===== config.mk =====
export PLATFORM = sky130hd
export DESIGN_NAME = debounce_bank
export DESIGN_NICKNAME = d
export VERILOG_FILES = /design/src/rtl/debounce_bank.sv
export SDC_FILE = /design/constraint.sdc
export NUM_CORES = 1
export LEC_CHECK = 0
export BUFFER_PORTS_ARGS = -buffer_cell sky130_fd_sc_hd__buf_2
export CORE_MARGIN = 2
export CORE_UTILIZATION = 50
export CTS_BUF_LIST = sky130_fd_sc_hd__clkbuf_16
export CTS_CLUSTER_DIAMETER = 200
export CTS_CLUSTER_SIZE = 25
export DETAILED_ROUTE_END_ITERATION = 8
export PLACE_DENSITY = 0.67
export SETUP_SLACK_MARGIN = 0.1
export SYNTH_ARGS = -nofsm -noshare
export SYNTH_HDL_FRONTEND = slang
export SYNTH_SLANG_ARGS = --single-unit

===== constraint.sdc =====
create_clock -name clk_in -period 3.52 [get_ports clk_in]
set_input_delay 1.056 -clock clk_in [delete_from_list [all_inputs] [get_ports clk_in]]
set_output_delay 1.056 -clock clk_in [all_outputs]
set_load 0.02 [all_outputs]

===== src/rtl/debounce_bank.sv =====
`default_nettype none
// ============================================================================
//  Module      : debounce_bank
//  Description : Multi-channel input conditioner for buttons and switches.
//                Each channel has an NSYNC-flop synchroniser, a
//                stability-count debouncer, and registered rise/fall pulses.
//                press_out reports every rise. When AUTO_REPEAT_EN is
//                defined, it also reports auto-repeat pulses while the
//                input is held.
//  Macro       : AUTO_REPEAT_EN (undefined by default: press_out == rise_out)
//  Revision    : 1.0 - initial release
// ============================================================================
module debounce_bank #(
    parameter int               NCHAN           = 8,
    parameter int               NSYNC           = 3,
    parameter int               DEBOUNCE_CYCLES = 1_000_000,
    parameter logic [NCHAN-1:0] RESET_VAL       = '0,
    parameter int               REPEAT_DELAY    = 50_000_000,
    parameter int               REPEAT_PERIOD   = 10_000_000
) (
    input  logic             clk_in,
    input  logic             rst_n_in,
    input  logic [NCHAN-1:0] noisy_in,
    output logic [NCHAN-1:0] clean_out,
    output logic [NCHAN-1:0] rise_out,
    output logic [NCHAN-1:0] fall_out,
    output logic [NCHAN-1:0] press_out
);

    localparam int               CNT_W    = $clog2(DEBOUNCE_CYCLES + 1);
    localparam logic [CNT_W-1:0] CNT_LAST = CNT_W'(DEBOUNCE_CYCLES - 1);

`ifdef AUTO_REPEAT_EN
    localparam int              RMAX        = (REPEAT_DELAY > REPEAT_PERIOD) ? REPEAT_DELAY : REPEAT_PERIOD;
    localparam int              RC_W        = $clog2(RMAX + 1);
    localparam logic [RC_W-1:0] DELAY_LAST  = RC_W'(REPEAT_DELAY - 1);
    localparam logic [RC_W-1:0] PERIOD_LAST = RC_W'(REPEAT_PERIOD - 1);

    typedef enum logic {
        PH_FIRST  = 1'b0,
        PH_REPEAT = 1'b1
    } phase_t;
`endif

    // Reject parameter sets the logic below cannot honour.
    if (NSYNC < 2 || DEBOUNCE_CYCLES < 1 || REPEAT_DELAY < 1 || REPEAT_PERIOD < 1) begin : g_bad_params
        $error("debounce_bank: illegal parameter value");
    end

    logic [NCHAN-1:0] sync_q [NSYNC];
    logic [NCHAN-1:0] synced;

    // Synchroniser chain: all channels shift together; the last stage feeds the debouncers.
    always_ff @(posedge clk_in or negedge rst_n_in) begin
        if (!rst_n_in) begin
            for (int k = 0; k < NSYNC; k++) begin
                sync_q[k] <= RESET_VAL;
            end
        end else begin
            sync_q[0] <= noisy_in;
            for (int k = 1; k < NSYNC; k++) begin
                sync_q[k] <= sync_q[k-1];
            end
        end
    end

    assign synced = sync_q[NSYNC-1];

    for (genvar i = 0; i < NCHAN; i++) begin : g_chan
        logic [CNT_W-1:0] cnt;
        logic             clean;
        logic             rise;
        logic             fall;
        logic             flip;
        logic             rise_next;
        logic             fall_next;

        // The level is accepted on the last consecutive mismatch cycle.
        assign flip      = (synced[i] != clean) && (cnt == CNT_LAST);
        assign rise_next = flip &  synced[i];
        assign fall_next = flip & ~synced[i];

        // Debounce counter: any cycle that matches the accepted level restarts the count.
        always_ff @(posedge clk_in or negedge rst_n_in) begin
            if (!rst_n_in) begin
                cnt   <= '0;
                clean <= RESET_VAL[i];
                rise  <= 1'b0;
                fall  <= 1'b0;
            end else begin
                rise <= rise_next;
                fall <= fall_next;
                if ((synced[i] == clean) || flip) begin
                    cnt <= '0;
                end else begin
                    cnt <= cnt + CNT_W'(1);
                end
                if (flip) begin
                    clean <= synced[i];
                end
            end
        end

        assign clean_out[i] = clean;
        assign rise_out[i]  = rise;
        assign fall_out[i]  = fall;

`ifdef AUTO_REPEAT_EN
        logic [RC_W-1:0] rcnt;
        phase_t          phase;
        logic            rep;

        // Auto-repeat FSM. The first pulse comes REPEAT_DELAY cycles after the rise.
        // Later pulses come every REPEAT_PERIOD cycles. A fall or a low level re-arms it.
        always_ff @(posedge clk_in or negedge rst_n_in) begin
            if (!rst_n_in) begin
                rcnt  <= '0;
                phase <= PH_FIRST;
                rep   <= 1'b0;
            end else begin
                rep <= 1'b0;
                if (rise_next || fall_next || !clean) begin
                    rcnt  <= '0;
                    phase <= PH_FIRST;
                end else if (phase == PH_FIRST && rcnt == DELAY_LAST) begin
                    rep   <= 1'b1;
                    rcnt  <= '0;
                    phase <= PH_REPEAT;
                end else if (phase == PH_REPEAT && rcnt == PERIOD_LAST) begin
                    rep  <= 1'b1;
                    rcnt <= '0;
                end else begin
                    rcnt <= rcnt + RC_W'(1);
                end
            end
        end

        assign press_out[i] = rise | rep;
`else
        assign press_out[i] = rise;
`endif
    end

endmodule
`default_nettype wire


==> impl_metrics.py <==
metrics = {
    "clock_tree": {
        "post-cts-setup-buffers": 0,
        "cts-root-buf": "clkbuf_16",
        "h-tree-depth": 1,
        "cts_hold_buf": 0,
        "clk_pin_slew_ps": 90,
        "cts.sinks": 208,
        "clockBufferDepth": 3,
        "clkLatencyLatePin_ps": 490,
        "cts_buffers": 12,
        "ctsResizeCount": 0,
        "cts_tree": "done",
    },
    "power_and_ir_drop": {
        "powerDensity_mw_per_mm2": 384,
        "p_leak_nw": 4.24,
        "peakVddDrop_mv": 0.222,
    },
    "outcome": {
        "outcome": "finished, final reports clean",
    },
    "logic_synthesis": {
        "synth_top_family_by_area": "simple AND/OR/NAND/NOR gates",
        "synth_edf_count": 0,
        "yosys_register_bits": 208,
        "synth_xor_area_share_pct": 9.39,
        "synth_mux_area_share_pct": 1.06,
        "dominantRegCellSynth": "dfrtp_1",
        "synth_nets": 965,
        "async_reset_ff_share_pct": 100,
        "yosysUniqueCellTypes": 49,
        "ys_seq_area_share_pct": 53.1,
        "synth_compound_area_share_pct": 6.65,
        "syn_area_per_cell_um2": 10.3,
        "yosys.area_share.simple_pct": 24.4,
        "yosysWarnings": 0,
        "synthesis.area_mm2": 0.00980,
        "synthCells": 947,
        "yosys.area_share.adder_pct": 1.02,
    },
    "worst_setup_path": {
        "timing.critical_path.buf_inv": 0,
        "cp-end-kind": "register",
        "crit_path_top_delay_cell": "o31ai_4",
        "critPathMaxStageDelay_ps": 660,
        "cp_top_family": "simple AND/OR/NAND/NOR gates",
        "worst_ep_required_time_ps": 3840,
        "crit_chain": "or4_1 > or4_4 > o31ai_4 > nor2_1",
        "cp_max_fo": 19,
        "path_class": "reg -> reg",
        "crit_path_start_kind": "register",
        "r2r_setup_slack_ps": 1080,
        "crit_arrival_ps": 2760,
    },
    "routing": {
        "post_drt_wl_per_cell_um": 14.0,
        "first_iter_violations": 333,
        "wl_met1_um": 8510,
        "vias": 6778,
        "wl_met2_um": 7910,
        "wirelength_um": 17100,
        "dr_wl_met3_um": 441,
        "drcViolationCount": 0,
        "highest_layer": "met4",
        "ant_nets": 0,
        "viasPerCell": 5.54,
        "dr.pass1.iters": 7,
    },
    "die": {
        "fp.coreArea_mm2": 0.0193,
        "rows": 51,
        "pin_count": 42,
        "start_util_pct": 50.7,
        "die_area_mm2": 0.0207,
        "die_w_um": 144,
        "die_h_um": 144,
    },
    "sta": {
        "finalCritPeriodShare_pct": 69.3,
        "drv_slew": 0,
        "finalClockSkew_ps": 25.9,
        "max_slew_margin_pct": 47.3,
        "timing.fmax_ghz": 0.410,
        "rsz0062_at_grt": "no",
        "setup_viol": 0,
        "tns_ps": 0,
        "worst_pin_slew_ps": 790,
        "period_minus_slack_ps": 2440,
        "hold_viol": 0,
    },
    "placement": {
        "dpl.hpwl_um": 11500,
        "place_inst": 1209,
        "port_buffers": 41,
        "place.gp.congestion": 0.765,
    },
    "cells_and_area": {
        "nets": 976,
        "drive_above_1_share_pct": 10.5,
        "fillers": 1694,
        "fin_cells": 1223,
        "num_antenna_cells": 0,
        "area_growth_pct": 6.72,
    },
    "min_path": {
        "hp-class": "reg -> reg",
    },
    "flow_run": {
        "max_cap_violations": 0,
    },
    "global_route": {
        "antenna_found_initial": 0,
        "grt_max_degree": 61,
        "grt_pass1_vias": 6383,
        "grt_use_total_pct": 17.1,
        "overflow": 0,
        "grt_pass1_wl_um": 29700,
    },
}
final cells by class:
cell class / count / area [um2] / area share (%)
sequential: 208 / 5200 / 49.8
multi-input combinational: 659 / 4170 / 39.9
tap: 265 / 332 / 3.17
timing repair buffer: 51 / 315 / 3.02
clock buffer: 12 / 300 / 2.87
inverter: 26 / 97.6 / 0.933
clock inverter: 2 / 36.3 / 0.347
cells in the final DEF (no fill, tap or decap), drive strengths merged, types with 7 or more instances in the layout:
master and instances:
inv 27, and4 8, and3 21, ha 8, or2 8, o21ai 19
nor4 26, xor2 45, buf 51, a21oi 46, nor3b 17, nand4 36
o31ai 27, xnor2 60, nand2 44, nand3 58, or4b 7, nor2 116
dfrtp 208, nor3 21, or4 27, mux2 8, or3 27, clkbuf 12
cell families (layout without fill, tap and decap cells):
kind of cell / Yosys count / count (layout)
simple gates: 436 / 436
buf+inv: 80 / 91
compound gates: 101 / 101
fa+ha+maj: 8 / 8
xor+xnor: 105 / 105
mux: 9 / 9
flops: 208 / 208
power by group:
group	internal [mW]	switching (mW)
clock	0.640	0.782
combinational	0.0434	0.0948
sequential	2.42	0.0327
total	3.11	0.910
cell usage after synthesis (2+ instances only):
master    instances  area [um2]
dfrtp_1         208        5200
nor2_1          116         435
xnor2_1          60         526
nand3_1          57         285
a21oi_1          46         230
xor2_1           45         394
nand2_1          44         165
nand4_1          35         219
buf_4            33         248
inv_1            26        97.6
nor4_1           26         163
or3_1            26         163
or4_1            26         195
nor3_1           21         105
o31ai_1          21         158
and3_1           20         125
o21ai_0          19        95.1
clkbuf_1         18        67.6
nor3b_1          17         128
and4_1            8        70.1
ha_1              8         100
mux2_2            7        78.8
or2_2             7        43.8
or4b_2            6        60.1
nor4bb_1          5        50.1
o31ai_2           5        62.6
o41ai_1           5        43.8
and2_1            3        18.8
buf_2             3        15.0
nand4b_1          3        26.3
nor4b_1           3        26.3
nand3b_1          2        15.0
nor2b_1           2        12.5
through the flow:
| stage | hold WS [ps] | utilization, % | area [um2] | setup slack, ps | power (mW) |
|---|---|---|---|---|---|
| 2_1_floorplan | 331 | - | 9800 | 1340 | 2.56 |
| 3_3_place_gp | 333 | 52.3 | 10100 | 1170 | 2.64 |
| 3_5_place_dp | 335 | 52.3 | 10100 | 1080 | 2.65 |
| 4_1_cts | 357 | 54.1 | 10500 | 1030 | 4.09 |
| 5_1_grt | 364 | 54.1 | 10500 | 902 | 4.20 |
| 6_report | 354 | 54.1 | 10500 | 1080 | 4.02 |
worst paths after layout:
kind,startpoint,cells after the start,end
hold reg to reg,sync_q[17]$_DFF_PN0_,0,sync_q[9]$_DFF_PN0_
setup reg to reg,g_chan[3].cnt[11]$_DFF_PN0_,4,g_chan[3].cnt[6]$_DFF_PN0_
setup / recovery,g_chan[3].cnt[11]$_DFF_PN0_,4,g_chan[3].cnt[6]$_DFF_PN0_
hold / removal,sync_q[17]$_DFF_PN0_,0,sync_q[9]$_DFF_PN0_
min in group asynchronous,rst_n_in,1,g_chan[5].cnt[19]$_DFF_PN0_
max in group asynchronous,rst_n_in,2,g_chan[1].cnt[2]$_DFF_PN0_
routing by layer:
metal	track usage, %	vias up
met4	3.77	0
met5	0	-
met3	2.05	18
li1	-	3364
met1	24.5	3335
met2	28.1	61
flip-flops by register name (all words and copies together), names as in the netlist:
signal,count
g_chan.rise,8
g_chan.clean,8
synced,8
sync_q,16
g_chan.fall,8
g_chan.cnt,160
Power figures use the tool's default switching activity.
